<file path="config.mk">
export PLATFORM = sky130hd
export DESIGN_NAME = mask_scheduler_flat
export DESIGN_NICKNAME = d
export VERILOG_FILES = /design/src/rtl/mask_pkg.sv /design/src/rtl/mask_scheduler_if.sv /design/src/rtl/mask_scheduler_next_row_finder.sv /design/src/rtl/mask_scheduler.sv /design/src/flat_wrapper.sv
export SDC_FILE = /design/constraint.sdc
export NUM_CORES = 1
export LEC_CHECK = 0
export ABC_AREA = 1
export CORE_MARGIN = 10
export CORE_UTILIZATION = 47
export DETAILED_ROUTE_END_ITERATION = 16
export GPL_TIMING_DRIVEN = 0
export PLACE_DENSITY = 0.73
export SLEW_MARGIN = 20
export SYNTH_ARGS = -nofsm -noshare
export SYNTH_HDL_FRONTEND = slang
export SYNTH_SLANG_ARGS = --single-unit
</file>
<file path="constraint.sdc">
create_clock -name clk -period 3.2 [get_ports clk]
set_clock_uncertainty 0.15 [all_clocks]
set_input_delay 0.64 -clock clk [delete_from_list [all_inputs] [get_ports clk]]
set_output_delay 0.64 -clock clk [all_outputs]
set_load 0.01 [all_outputs]
</file>
<file path="src/rtl/mask_pkg.sv">
// Shared types and helpers for the row-mask scheduler; `nStates sets the mask word width.
// Combinational helpers only: no latency and no backpressure of their own.
`ifndef nStates
`define nStates 4
`endif

package mask_pkg;

    localparam int unsigned MASK_W = `nStates;

    typedef enum logic [1:0] {
        IDLE,
        ISSUE,
        DONE
    } mask_sched_state_t;

    function automatic logic [MASK_W-1:0] onehot_mask(input logic [31:0] idx);
        return MASK_W'(1) << idx;
    endfunction

endpackage

</file>
<file path="src/rtl/mask_scheduler_if.sv">
// Bundle between layer controller, scheduler and datapath mask input; row_en exists only with MASK_SKIP_EN.
// Wires only: latency and mask_valid/mask_ready backpressure are set by the scheduler.
interface mask_scheduler_if #(
    parameter int R  = 3,
    parameter int CW = $clog2(R+1)
);
    import mask_pkg::*;

    logic                 start;
    logic [CW-1:0]        rows_active;
`ifdef MASK_SKIP_EN
    logic [R-1:0]         row_en;
`endif
    logic [MASK_W-1:0]    mask_out;
    logic                 mask_valid;
    logic                 mask_ready;
    logic                 busy;
    logic                 done;
    logic                 err;

    // Scheduler side.
    modport slave (
        input  start, rows_active,
`ifdef MASK_SKIP_EN
        input  row_en,
`endif
        input  mask_ready,
        output mask_out, mask_valid, busy, done, err
    );

    // Controller / datapath side.
    modport master (
        output start, rows_active,
`ifdef MASK_SKIP_EN
        output row_en,
`endif
        output mask_ready,
        input  mask_out, mask_valid, busy, done, err
    );

endinterface

</file>
<file path="src/rtl/mask_scheduler_next_row_finder.sv">
// Priority encoder: lowest enabled row k with from <= k < limit (MASK_SKIP_EN builds only).
// Purely combinational, no backpressure.
module mask_scheduler_next_row_finder #(
    parameter int R  = 3,
    parameter int CW = $clog2(R+1)
) (
    input  logic [R-1:0]  row_en,
    input  logic [CW-1:0] from,
    input  logic [CW-1:0] limit,
    output logic          found,
    output logic [CW-1:0] idx
);

    always_comb begin
        found = 1'b0;
        idx   = '0;
        for (int k = R-1; k >= 0; k--) begin
            if (row_en[k] && (k >= int'(from)) && (k < int'(limit))) begin
                found = 1'b1;
                idx   = CW'(k);
            end
        end
    end

endmodule

</file>
<file path="src/rtl/mask_scheduler.sv">
// Row-mask sequencer: one one-hot mask beat per active row; first beat 1 cycle after start, done 1 cycle after last accept.
// Beats held stable while mask_ready is low; MASK_SKIP_EN enables skipping rows with row_en=0.
module mask_scheduler
    import mask_pkg::*;
#(
    parameter int R  = 3,
    parameter int CW = $clog2(R+1)
) (
    input  logic            clk,
    input  logic            rst_n,
    mask_scheduler_if.slave bus
);

    if (MASK_W < R) begin : g_width_check
        $error("mask_scheduler: `nStates must be >= R");
    end

    mask_sched_state_t state_q, state_d;
    logic [CW-1:0]     idx_q, idx_d;
    logic [CW-1:0]     limit_q, limit_d;
    logic [MASK_W-1:0] mask_out_q, mask_out_d;
    logic              mask_valid_q, mask_valid_d;
    logic              busy_q, busy_d;
    logic              done_q, done_d;
    logic              err_q, err_d;
    logic              last;
    logic [CW-1:0]     next_idx;
    logic              range_ok;

`ifdef MASK_SKIP_EN
    logic [R-1:0]  row_en_q, row_en_d;
    logic [R-1:0]  fnd_row_en;
    logic [CW-1:0] fnd_from, fnd_limit, fnd_idx;
    logic          fnd_found;

    // One finder serves both the start lookup and the per-accept lookup.
    always_comb begin
        fnd_row_en = row_en_q;
        fnd_from   = idx_q + 1'b1;
        fnd_limit  = limit_q;
        if (state_q == IDLE) begin
            fnd_row_en = bus.row_en;
            fnd_from   = '0;
            fnd_limit  = bus.rows_active;
        end
    end

    mask_scheduler_next_row_finder #(.R(R), .CW(CW)) u_finder (
        .row_en (fnd_row_en),
        .from   (fnd_from),
        .limit  (fnd_limit),
        .found  (fnd_found),
        .idx    (fnd_idx)
    );

    assign last     = !fnd_found;
    assign next_idx = fnd_idx;
`else
    assign last     = (idx_q == limit_q - 1'b1);
    assign next_idx = idx_q + 1'b1;
`endif

    assign range_ok = (bus.rows_active != '0) && (int'(bus.rows_active) <= R);

    always_comb begin
        state_d      = state_q;
        idx_d        = idx_q;
        limit_d      = limit_q;
        mask_out_d   = mask_out_q;
        mask_valid_d = mask_valid_q;
        busy_d       = busy_q;
        done_d       = 1'b0;
        err_d        = 1'b0;
`ifdef MASK_SKIP_EN
        row_en_d     = row_en_q;
`endif
        case (state_q)
            IDLE: begin
                if (bus.start) begin
                    if (!range_ok) begin
                        err_d = 1'b1;
                    end else begin
                        limit_d = bus.rows_active;
`ifdef MASK_SKIP_EN
                        row_en_d = bus.row_en;
                        if (fnd_found) begin
                            state_d      = ISSUE;
                            idx_d        = fnd_idx;
                            mask_out_d   = onehot_mask(32'(fnd_idx));
                            mask_valid_d = 1'b1;
                            busy_d       = 1'b1;
                        end else begin
                            // Nothing enabled: finish the sweep without issuing a beat.
                            state_d = DONE;
                            idx_d   = '0;
                            busy_d  = 1'b1;
                            done_d  = 1'b1;
                        end
`else
                        state_d      = ISSUE;
                        idx_d        = '0;
                        mask_out_d   = onehot_mask(32'd0);
                        mask_valid_d = 1'b1;
                        busy_d       = 1'b1;
`endif
                    end
                end
            end
            ISSUE: begin
                if (mask_valid_q && bus.mask_ready) begin
                    if (last) begin
                        state_d      = DONE;
                        mask_out_d   = '0;
                        mask_valid_d = 1'b0;
                        done_d       = 1'b1;
                    end else begin
                        idx_d      = next_idx;
                        mask_out_d = onehot_mask(32'(next_idx));
                    end
                end
            end
            DONE: begin
                state_d      = IDLE;
                idx_d        = '0;
                mask_out_d   = '0;
                mask_valid_d = 1'b0;
                busy_d       = 1'b0;
            end
            default: begin
                state_d = IDLE;
            end
        endcase
    end

    always_ff @(posedge clk or negedge rst_n) begin
        if (!rst_n) begin
            state_q      <= IDLE;
            idx_q        <= '0;
            limit_q      <= '0;
            mask_out_q   <= '0;
            mask_valid_q <= 1'b0;
            busy_q       <= 1'b0;
            done_q       <= 1'b0;
            err_q        <= 1'b0;
`ifdef MASK_SKIP_EN
            row_en_q     <= '0;
`endif
        end else begin
            state_q      <= state_d;
            idx_q        <= idx_d;
            limit_q      <= limit_d;
            mask_out_q   <= mask_out_d;
            mask_valid_q <= mask_valid_d;
            busy_q       <= busy_d;
            done_q       <= done_d;
            err_q        <= err_d;
`ifdef MASK_SKIP_EN
            row_en_q     <= row_en_d;
`endif
        end
    end

    assign bus.mask_out   = mask_out_q;
    assign bus.mask_valid = mask_valid_q;
    assign bus.busy       = busy_q;
    assign bus.done       = done_q;
    assign bus.err        = err_q;

endmodule
</file>
<file path="src/flat_wrapper.sv">
// flat-port wrapper written by rule: the top's interface ports become plain ports
module mask_scheduler_flat import mask_pkg::*;
#(
    parameter int R  = 3,
    parameter int CW = $clog2(R+1)
)
  (clk, rst_n, bus_start, bus_rows_active, bus_mask_ready, bus_mask_out, bus_mask_valid, bus_busy, bus_done, bus_err);
  mask_scheduler_if #(.R(R), .CW(CW)) bus_i ();
  input  logic clk;
  input  logic rst_n;
  input wire logic [$bits(bus_i.start)-1:0] bus_start;
  input wire logic [$bits(bus_i.rows_active)-1:0] bus_rows_active;
  input wire logic [$bits(bus_i.mask_ready)-1:0] bus_mask_ready;
  output wire logic [$bits(bus_i.mask_out)-1:0] bus_mask_out;
  output wire logic [$bits(bus_i.mask_valid)-1:0] bus_mask_valid;
  output wire logic [$bits(bus_i.busy)-1:0] bus_busy;
  output wire logic [$bits(bus_i.done)-1:0] bus_done;
  output wire logic [$bits(bus_i.err)-1:0] bus_err;
  assign bus_i.start = bus_start;
  assign bus_i.rows_active = bus_rows_active;
  assign bus_i.mask_ready = bus_mask_ready;
  assign bus_mask_out = bus_i.mask_out;
  assign bus_mask_valid = bus_i.mask_valid;
  assign bus_busy = bus_i.busy;
  assign bus_done = bus_i.done;
  assign bus_err = bus_i.err;
  mask_scheduler #(.R(R), .CW(CW)) u_core (.clk(clk), .rst_n(rst_n), .bus(bus_i));
endmodule
</file>
==> impl_metrics.prom, run 1 <==
# TYPE chip_impl_metric gauge
chip_impl_info{name="clock_tree.root_cell",value="clkbuf_4"} 1
chip_impl_metric{name="wire_per_inst",unit="um"} 12.3
chip_impl_metric{name="max_slew.worst_pin.slew",unit="ns"} 0.631
chip_impl_metric{name="gpl.final_weighted_congestion",unit=""} 0.795
chip_impl_metric{name="p_total",unit="uW"} 810
chip_impl_metric{name="crit_fanout",unit=""} 3
chip_impl_metric{name="cts_resized",unit=""} 0
chip_impl_metric{name="cts_buffer_depth",unit=""} 2
chip_impl_metric{name="worst-r2r-cell-count",unit=""} 7
chip_impl_metric{name="num-nets-final",unit=""} 127
chip_impl_metric{name="clock_insertion_delay_worst_skew",unit="ns"} 0.27
chip_impl_metric{name="finalMaxSlewViolations",unit=""} 0
chip_impl_metric{name="grt_antenna_before_repair",unit=""} 0
chip_impl_info{name="endpoint_type_of_the_worst_setup_path",value="primary output"} 1
chip_impl_info{name="hold_removal_path_class",value="flop to flop"} 1
chip_impl_info{name="hp-start",value="u_core.bus.mask_out[1]"} 1
chip_impl_metric{name="synth-seq-cells",unit=""} 14
chip_impl_metric{name="critical_path.n_buffers_inverters",unit=""} 1
chip_impl_metric{name="hpwl",unit="mm"} 1.21
chip_impl_metric{name="first_global_vias",unit=""} 659
chip_impl_info{name="worstReg2RegEnd",value="u_core.idx_q[0]"} 1
chip_impl_metric{name="die_width",unit="um"} 60.8
chip_impl_metric{name="mappedNetlistArea",unit="sq um"} 783
chip_impl_metric{name="period_minus_slack",unit="ns"} 1.98
chip_impl_metric{name="syn-instance-count",unit=""} 95
chip_impl_metric{name="p_leak",unit="uW"} 0.000479
chip_impl_metric{name="cellInternalPower",unit="uW"} 452
chip_impl_metric{name="design.portCount",unit=""} 14
chip_impl_metric{name="yosys.area.top_type_share",unit="%"} 44.7
chip_impl_metric{name="ant_nets",unit=""} 0
chip_impl_info{name="synth_area_leaders",value="dfrtp_1 45%, nand2_1 16%, ha_1 13%"} 1
chip_impl_metric{name="fin_setup_tns",unit="ns"} 0
chip_impl_info{name="status",value="finished, final reports clean"} 1
chip_impl_metric{name="grt_util_all_layers",unit="%"} 9.79
chip_impl_info{name="tritoncts",value="done"} 1
chip_impl_metric{name="cts.clk_slew.worst_paths",unit="ns"} 0.08
chip_impl_metric{name="layout_worst_path_cycle_share",unit="%"} 61.9
chip_impl_metric{name="finalWirelength",unit="mm"} 1.57
chip_impl_metric{name="cts_hold_repair.buffers",unit=""} 0
chip_impl_info{name="worstPathCellList",value="clkdlybuf4s50_1"} 1
chip_impl_metric{name="vdd_ir_drop_max",unit="mV"} 0.450
chip_impl_metric{name="clock_power_share",unit="%"} 12.2
chip_impl_metric{name="ys_seq_area_share",unit="%"} 44.7
chip_impl_metric{name="placement.setup.worst_slack",unit="ns"} 1.11
chip_impl_info{name="post-synth-top-area-cell",value="dfrtp_1"} 1
chip_impl_metric{name="sequential_share_of_power",unit="%"} 34.9
chip_impl_info{name="cpLargestDelayFamily",value="buffers and inverters"} 1
chip_impl_metric{name="yosysWarnings",unit=""} 0
chip_impl_metric{name="synth_cell_type_count",unit=""} 16
chip_impl_info{name="critPathLaunchType",value="flop"} 1
chip_impl_metric{name="layout-drive-gt1-share",unit="%"} 11.7
chip_impl_metric{name="drt_iter0_drc",unit=""} 11
chip_impl_metric{name="power_switching_share",unit="%"} 44.2
chip_impl_metric{name="drc",unit=""} 0
chip_impl_info{name="layout_commonest_cell",value="nand2_1"} 1
chip_impl_info{name="timing.critical_path.slowest_stage_cell",value="clkdlybuf4s50_1"} 1
chip_impl_metric{name="slew_headroom",unit="%"} 57.8
chip_impl_metric{name="timing.final.ws_setup",unit="ns"} 1.22
chip_impl_metric{name="whs",unit="ns"} 0.347
chip_impl_info{name="rr_startpoint",value="u_core.state_q[1]"} 1
chip_impl_metric{name="avgSynthCellArea",unit="sq um"} 8.24
chip_impl_metric{name="floorplan.initialDensity",unit="%"} 50.8
chip_impl_metric{name="num_vias",unit=""} 628
chip_impl_metric{name="cts_sinks",unit=""} 14
chip_impl_metric{name="synth_fp_nets",unit=""} 109
chip_impl_metric{name="placementRows",unit=""} 14
chip_impl_metric{name="total_switching_power",unit="uW"} 358
chip_impl_metric{name="die_height",unit="um"} 60.8
chip_impl_metric{name="synthToLayoutAreaGrowth",unit="%"} 22.0
chip_impl_metric{name="cellPowerDensity",unit="mW/mm^2"} 847
chip_impl_info{name="hold-path-endpoint",value="u_core.bus.mask_out[1]"} 1
chip_impl_metric{name="timing.reg2reg.setup_slack",unit="ns"} 1.51
chip_impl_metric{name="timing.max_cap.violations",unit=""} 0
chip_impl_metric{name="fp.dieArea",unit="sq mm"} 0.00370
chip_impl_metric{name="setup-violations-final",unit=""} 0
chip_impl_metric{name="core_area",unit="sq mm"} 0.00154
chip_impl_metric{name="grt_start_max_net_pins",unit=""} 15
chip_impl_metric{name="timing.critical_path.required",unit="ns"} 2.41
chip_impl_metric{name="clock.fmax",unit="MHz"} 505
chip_impl_info{name="grt_setup_unrepaired",value="false"} 1
chip_impl_metric{name="min_delay_path_depth",unit=""} 2
chip_impl_metric{name="place.port_buffers",unit=""} 13
chip_impl_metric{name="comb_power_share",unit="%"} 52.8
chip_impl_metric{name="cts_buffers",unit=""} 3
chip_impl_info{name="crit_start",value="u_core.bus.mask_valid"} 1
chip_impl_metric{name="postCtsSetupBuffers",unit=""} 0
chip_impl_metric{name="viasPerCell",unit=""} 4.94
chip_impl_metric{name="globalRouteOverflowTotal",unit=""} 0
chip_impl_metric{name="diodes",unit=""} 0
chip_impl_metric{name="h_tree_lvls",unit=""} 1
chip_impl_metric{name="hold_viol",unit=""} 0
chip_impl_metric{name="crit_arrival",unit="ns"} 1.19
chip_impl_metric{name="grt_first_pass_wirelength",unit="mm"} 2.86
chip_impl_info{name="layout.cells.most_common_list",value="33 x nand2_1, 14 x dfrtp_1, 13 x clkdlybuf4s50_1"} 1
chip_impl_metric{name="first_pass_iters",unit=""} 4
chip_impl_info{name="worstSetupPathType",value="flop to primary output"} 1
chip_impl_metric{name="critical_path.max_stage_delay",unit="ns"} 0.55
==> per-stage QoR <==
step / std cells / utilization (%) / cell area [sq um]
finish: 127 / 62.0 / 956
global route: 127 / 62.0 / 956
CTS: 127 / 62.0 / 956
detailed placement: 124 / 60.6 / 933
global placement: 124 / 60.6 / 933
floorplan: 95 / - / 783
==> state kept, by name (all words and copies together) (netlist names) <==
register	cells
u_core.limit_q	2
u_core.idx_q	2
u_core.state_q	2
u_core.bus.err	1
u_core.bus.done	1
u_core.bus.busy	1
u_core.bus.mask_valid	1
u_core.bus.mask_out	4
==> synthesized netlist by cell type, drive strengths merged <==
master / count
nand2: 37
dfrtp: 14
inv: 13
o21ai: 9
ha: 8
nand3: 6
nor2: 3
nor3: 2
a21oi: 1
nand4: 1
or2: 1
==> worst max-delay path by stage <==
stage / to / cells after the start
after floorplan: u_core.idx_q[0] / 8
after global placement: u_core.idx_q[1] / 9
after detailed placement: u_core.idx_q[0] / 7
after CTS: bus_mask_valid / 1
after global routing: bus_mask_valid / 1
final: bus_mask_valid / 1
==> power by group through the flow <==
stage | Combinational [uW] | Sequential (uW) | Clock [uW]
6_report | 428 | 283 | 99.0
5_1_grt | 499 | 293 | 110
4_1_cts | 433 | 284 | 100
3_5_place_dp | 427 | 286 | 0
3_3_place_gp | 416 | 282 | 0
2_1_floorplan | 288 | 290 | 0
==> layout make-up <==
| cell class | count | area [sq um] |
|---|---|---|
| fill | 142 | 586 |
| clock buffer | 3 | 22.5 |
| multi-input combinational | 68 | 384 |
| sequential | 14 | 350 |
| inverter | 13 | 48.8 |
| timing repair buffer | 13 | 130 |
| tap | 16 | 20.0 |
==> routing by layer <==
layer / GRT usage (%) / share of wire, %
met5: 0 / 0
met4: 2.82 / 1.3
met3: 3.34 / 8.7
met2: 15.9 / 43
met1: 12.0 / 46
==> cell families (layout without fill, tap and decap cells) <==
logic type               count (synthesis)  in the layout  synth area share (%)
AO/OA/AOI/OAI                           10             10                  7.83
buffers and inverters                   13             29                  6.23
adder cells (fa/ha/maj)                  8              8                  12.8
AND/OR/NAND/NOR                         50             50                  28.4
flip-flops                              14             14                  44.7
No activity file was read; power rests on OpenSTA's default activity.
==> run 2: changes to the inputs <==
clock period = 1.9 ns   (was 3.2 ns; I/O delays follow)
==> results of run 2 <==
Same layout as run 1 (identical final DEF). Status: finished, final reports clean.
Main changes from that run: setup slack after placement 1.11 ns -> 0.0731 ns; setup slack after layout 1.22 ns -> 0.180 ns; hold slack 0.347 ns -> 0.339 ns; register-to-register setup slack 1.51 ns -> 0.21 ns; total power 810 uW -> 1360 uW; worst IR drop on VDD 0.450 mV -> 0.757 mV
==> run 3: changes to the inputs <==
GPL_TIMING_DRIVEN = unset   (was 0)
==> run 3 against run 2 <==
- combinational power down 0.7%
- sequential power about the same
- clock power about the same
- non-clock buffer count up 1
- critical path type unchanged
- highest routed layer unchanged
- first-iteration DRC count up 36%
==> impl_metrics.prom, run 3 (synthesized netlist as in run 1, its figures left out) <==
# TYPE chip_impl_metric gauge
chip_impl_metric{name="wire_per_inst",unit="um"} 12.2
chip_impl_metric{name="final_core_util",unit="%"} 62.5
chip_impl_metric{name="cellPowerDensity",unit="mW/mm^2"} 1410
chip_impl_metric{name="drt_iter0_drc",unit=""} 15
chip_impl_info{name="layout_commonest_cell",value="nand2_1"} 1
chip_impl_metric{name="fp.dieArea",unit="sq mm"} 0.00370
chip_impl_metric{name="finalMaxSlewViolations",unit=""} 0
chip_impl_metric{name="max_slew.worst_pin.slew",unit="ns"} 0.311
chip_impl_info{name="grt_setup_unrepaired",value="false"} 1
chip_impl_metric{name="grt_antenna_before_repair",unit=""} 0
chip_impl_info{name="worstSetupPathType",value="flop to primary output"} 1
chip_impl_info{name="timing.critical_path.slowest_stage_cell",value="clkdlybuf4s50_1"} 1
chip_impl_metric{name="core_area",unit="sq mm"} 0.00154
chip_impl_info{name="status",value="finished, final reports clean"} 1
chip_impl_metric{name="globalRouteOverflowTotal",unit=""} 0
chip_impl_metric{name="setup-violations-final",unit=""} 0
chip_impl_metric{name="cts.clk_slew.worst_paths",unit="ns"} 0.08
chip_impl_metric{name="num-nets-final",unit=""} 128
chip_impl_metric{name="viasPerCell",unit=""} 5.16
chip_impl_metric{name="largest_reg_flops",unit=""} 4
chip_impl_metric{name="crit_fanout",unit=""} 3
chip_impl_metric{name="worst-r2r-cell-count",unit=""} 7
chip_impl_metric{name="floorplan.initialDensity",unit="%"} 50.8
chip_impl_metric{name="vdd_ir_drop_max",unit="mV"} 0.582
chip_impl_metric{name="die_height",unit="um"} 60.8
chip_impl_metric{name="design.portCount",unit=""} 14
chip_impl_info{name="worstPathCellList",value="clkdlybuf4s50_1"} 1
chip_impl_metric{name="diodes",unit=""} 0
chip_impl_info{name="endpoint_type_of_the_worst_setup_path",value="primary output"} 1
chip_impl_metric{name="p_leak",unit="uW"} 0.000484
chip_impl_metric{name="grt_util_all_layers",unit="%"} 9.15
chip_impl_metric{name="clock.fmax",unit="MHz"} 580
chip_impl_metric{name="grt_first_pass_wirelength",unit="mm"} 2.60
chip_impl_metric{name="multi_input_area",unit="sq um"} 384
chip_impl_info{name="cpLargestDelayFamily",value="buffers and inverters"} 1
chip_impl_metric{name="placementRows",unit=""} 14
chip_impl_info{name="critPathLaunchType",value="flop"} 1
chip_impl_metric{name="h_tree_lvls",unit=""} 1
chip_impl_metric{name="timing.critical_path.required",unit="ns"} 1.37
chip_impl_info{name="tritoncts",value="done"} 1
chip_impl_metric{name="fillers",unit=""} 135
chip_impl_metric{name="hold_viol",unit=""} 0
chip_impl_metric{name="layout_worst_path_cycle_share",unit="%"} 90.7
chip_impl_metric{name="first_pass_iters",unit=""} 4
chip_impl_metric{name="synthToLayoutAreaGrowth",unit="%"} 23.0
chip_impl_metric{name="crit_arrival",unit="ns"} 1.19
chip_impl_metric{name="num_vias",unit=""} 661
chip_impl_metric{name="cts_hold_repair.buffers",unit=""} 0
chip_impl_metric{name="slew_headroom",unit="%"} 79.0
chip_impl_metric{name="timing.critical_path.depth",unit=""} 1
chip_impl_metric{name="timing.max_cap.violations",unit=""} 0
chip_impl_metric{name="gpl.final_weighted_congestion",unit=""} 0.807
chip_impl_metric{name="hpwl",unit="mm"} 1.28
chip_impl_info{name="hold_removal_path_class",value="input port to asynchronous set/reset pin"} 1
chip_impl_metric{name="place.port_buffers",unit=""} 13
chip_impl_metric{name="grt_start_max_net_pins",unit=""} 15
chip_impl_metric{name="die_width",unit="um"} 60.8
chip_impl_metric{name="clock_insertion_delay_worst_skew",unit="ns"} 0.28
chip_impl_metric{name="cts_buffer_depth",unit=""} 2
chip_impl_metric{name="layout-drive-gt1-share",unit="%"} 12.5
chip_impl_metric{name="finalWirelength",unit="mm"} 1.56
chip_impl_metric{name="cts_resized",unit=""} 0
chip_impl_metric{name="period_minus_slack",unit="ns"} 1.72
chip_impl_metric{name="ff_latch_area",unit="sq um"} 350
chip_impl_metric{name="critical_path.n_buffers_inverters",unit=""} 1
chip_impl_info{name="layout.cells.most_common_list",value="33 x nand2_1, 14 x dfrtp_1, 13 x clkdlybuf4s50_1"} 1
chip_impl_metric{name="cts_sinks",unit=""} 14
chip_impl_metric{name="cts_buffers",unit=""} 3
chip_impl_metric{name="drc",unit=""} 0
chip_impl_metric{name="fin_setup_tns",unit="ns"} 0
chip_impl_metric{name="postCtsSetupBuffers",unit=""} 0
chip_impl_info{name="clock_tree.root_cell",value="clkbuf_4"} 1
chip_impl_metric{name="ant_nets",unit=""} 0
chip_impl_metric{name="critical_path.max_stage_delay",unit="ns"} 0.55
chip_impl_metric{name="first_global_vias",unit=""} 643
-- run 3: final cells by class --
type / count / area share, %
Multi-Input combinational cell: 68 / 39.9
Sequential cell: 14 / 36.4
Tap cell: 16 / 2.08
Timing Repair Buffer: 14 / 14.3
Inverter: 13 / 5.06
Clock buffer: 3 / 2.34
-- run 3: worst paths after layout --
| path | from | to | slack (ns) |
|---|---|---|---|
| min in group clk | u_core.bus.mask_out[0] | u_core.bus.mask_out[0] | 0.35 |
| min | rst_n | u_core.bus.mask_out[3] | 0.26 |
| max | u_core.bus.mask_valid | bus_mask_valid | 0.18 |
| max in group asynchronous | rst_n | u_core.bus.busy | 1.17 |
| min reg2reg | u_core.bus.mask_out[0] | u_core.bus.mask_out[0] | 0.35 |
| max reg2reg | u_core.state_q[1] | u_core.idx_q[0] | 0.20 |
-- run 3: where the power goes --
group / switching [uW] / total (uW) / internal [uW] / leakage, uW
clock: 90.7 / 164 / 73.5 / 0.0000138
combinational: 425 / 716 / 291 / 0.000289
sequential: 76.5 / 474 / 398 / 0.000181
-- run 3: metal layers --
metal	GRT usage (%)	share of wire, %	vias to the layer above
met5	0	0	-
met4	5.64	2.4	0
met3	2.71	7.4	5
met2	15.4	43	22
met1	9.79	47	300
li1	-	-	334
-- run 3: per-stage QoR --
| stage | hold slack, ns | std cells | area (sq um) | total power (uW) | setup WS [ns] |
|---|---|---|---|---|---|
| global route | 0.277 | 128 | 963 | 1480 | 0.0894 |
| global placement | 0.326 | 125 | 941 | 1180 | 0.106 |
| finish | 0.264 | 128 | 963 | 1350 | 0.177 |
| CTS | 0.278 | 128 | 963 | 1370 | 0.161 |
| floorplan | -0.0656 | 95 | 783 | 973 | 0.418 |
| detailed placement | 0.339 | 125 | 941 | 1190 | 0.0812 |
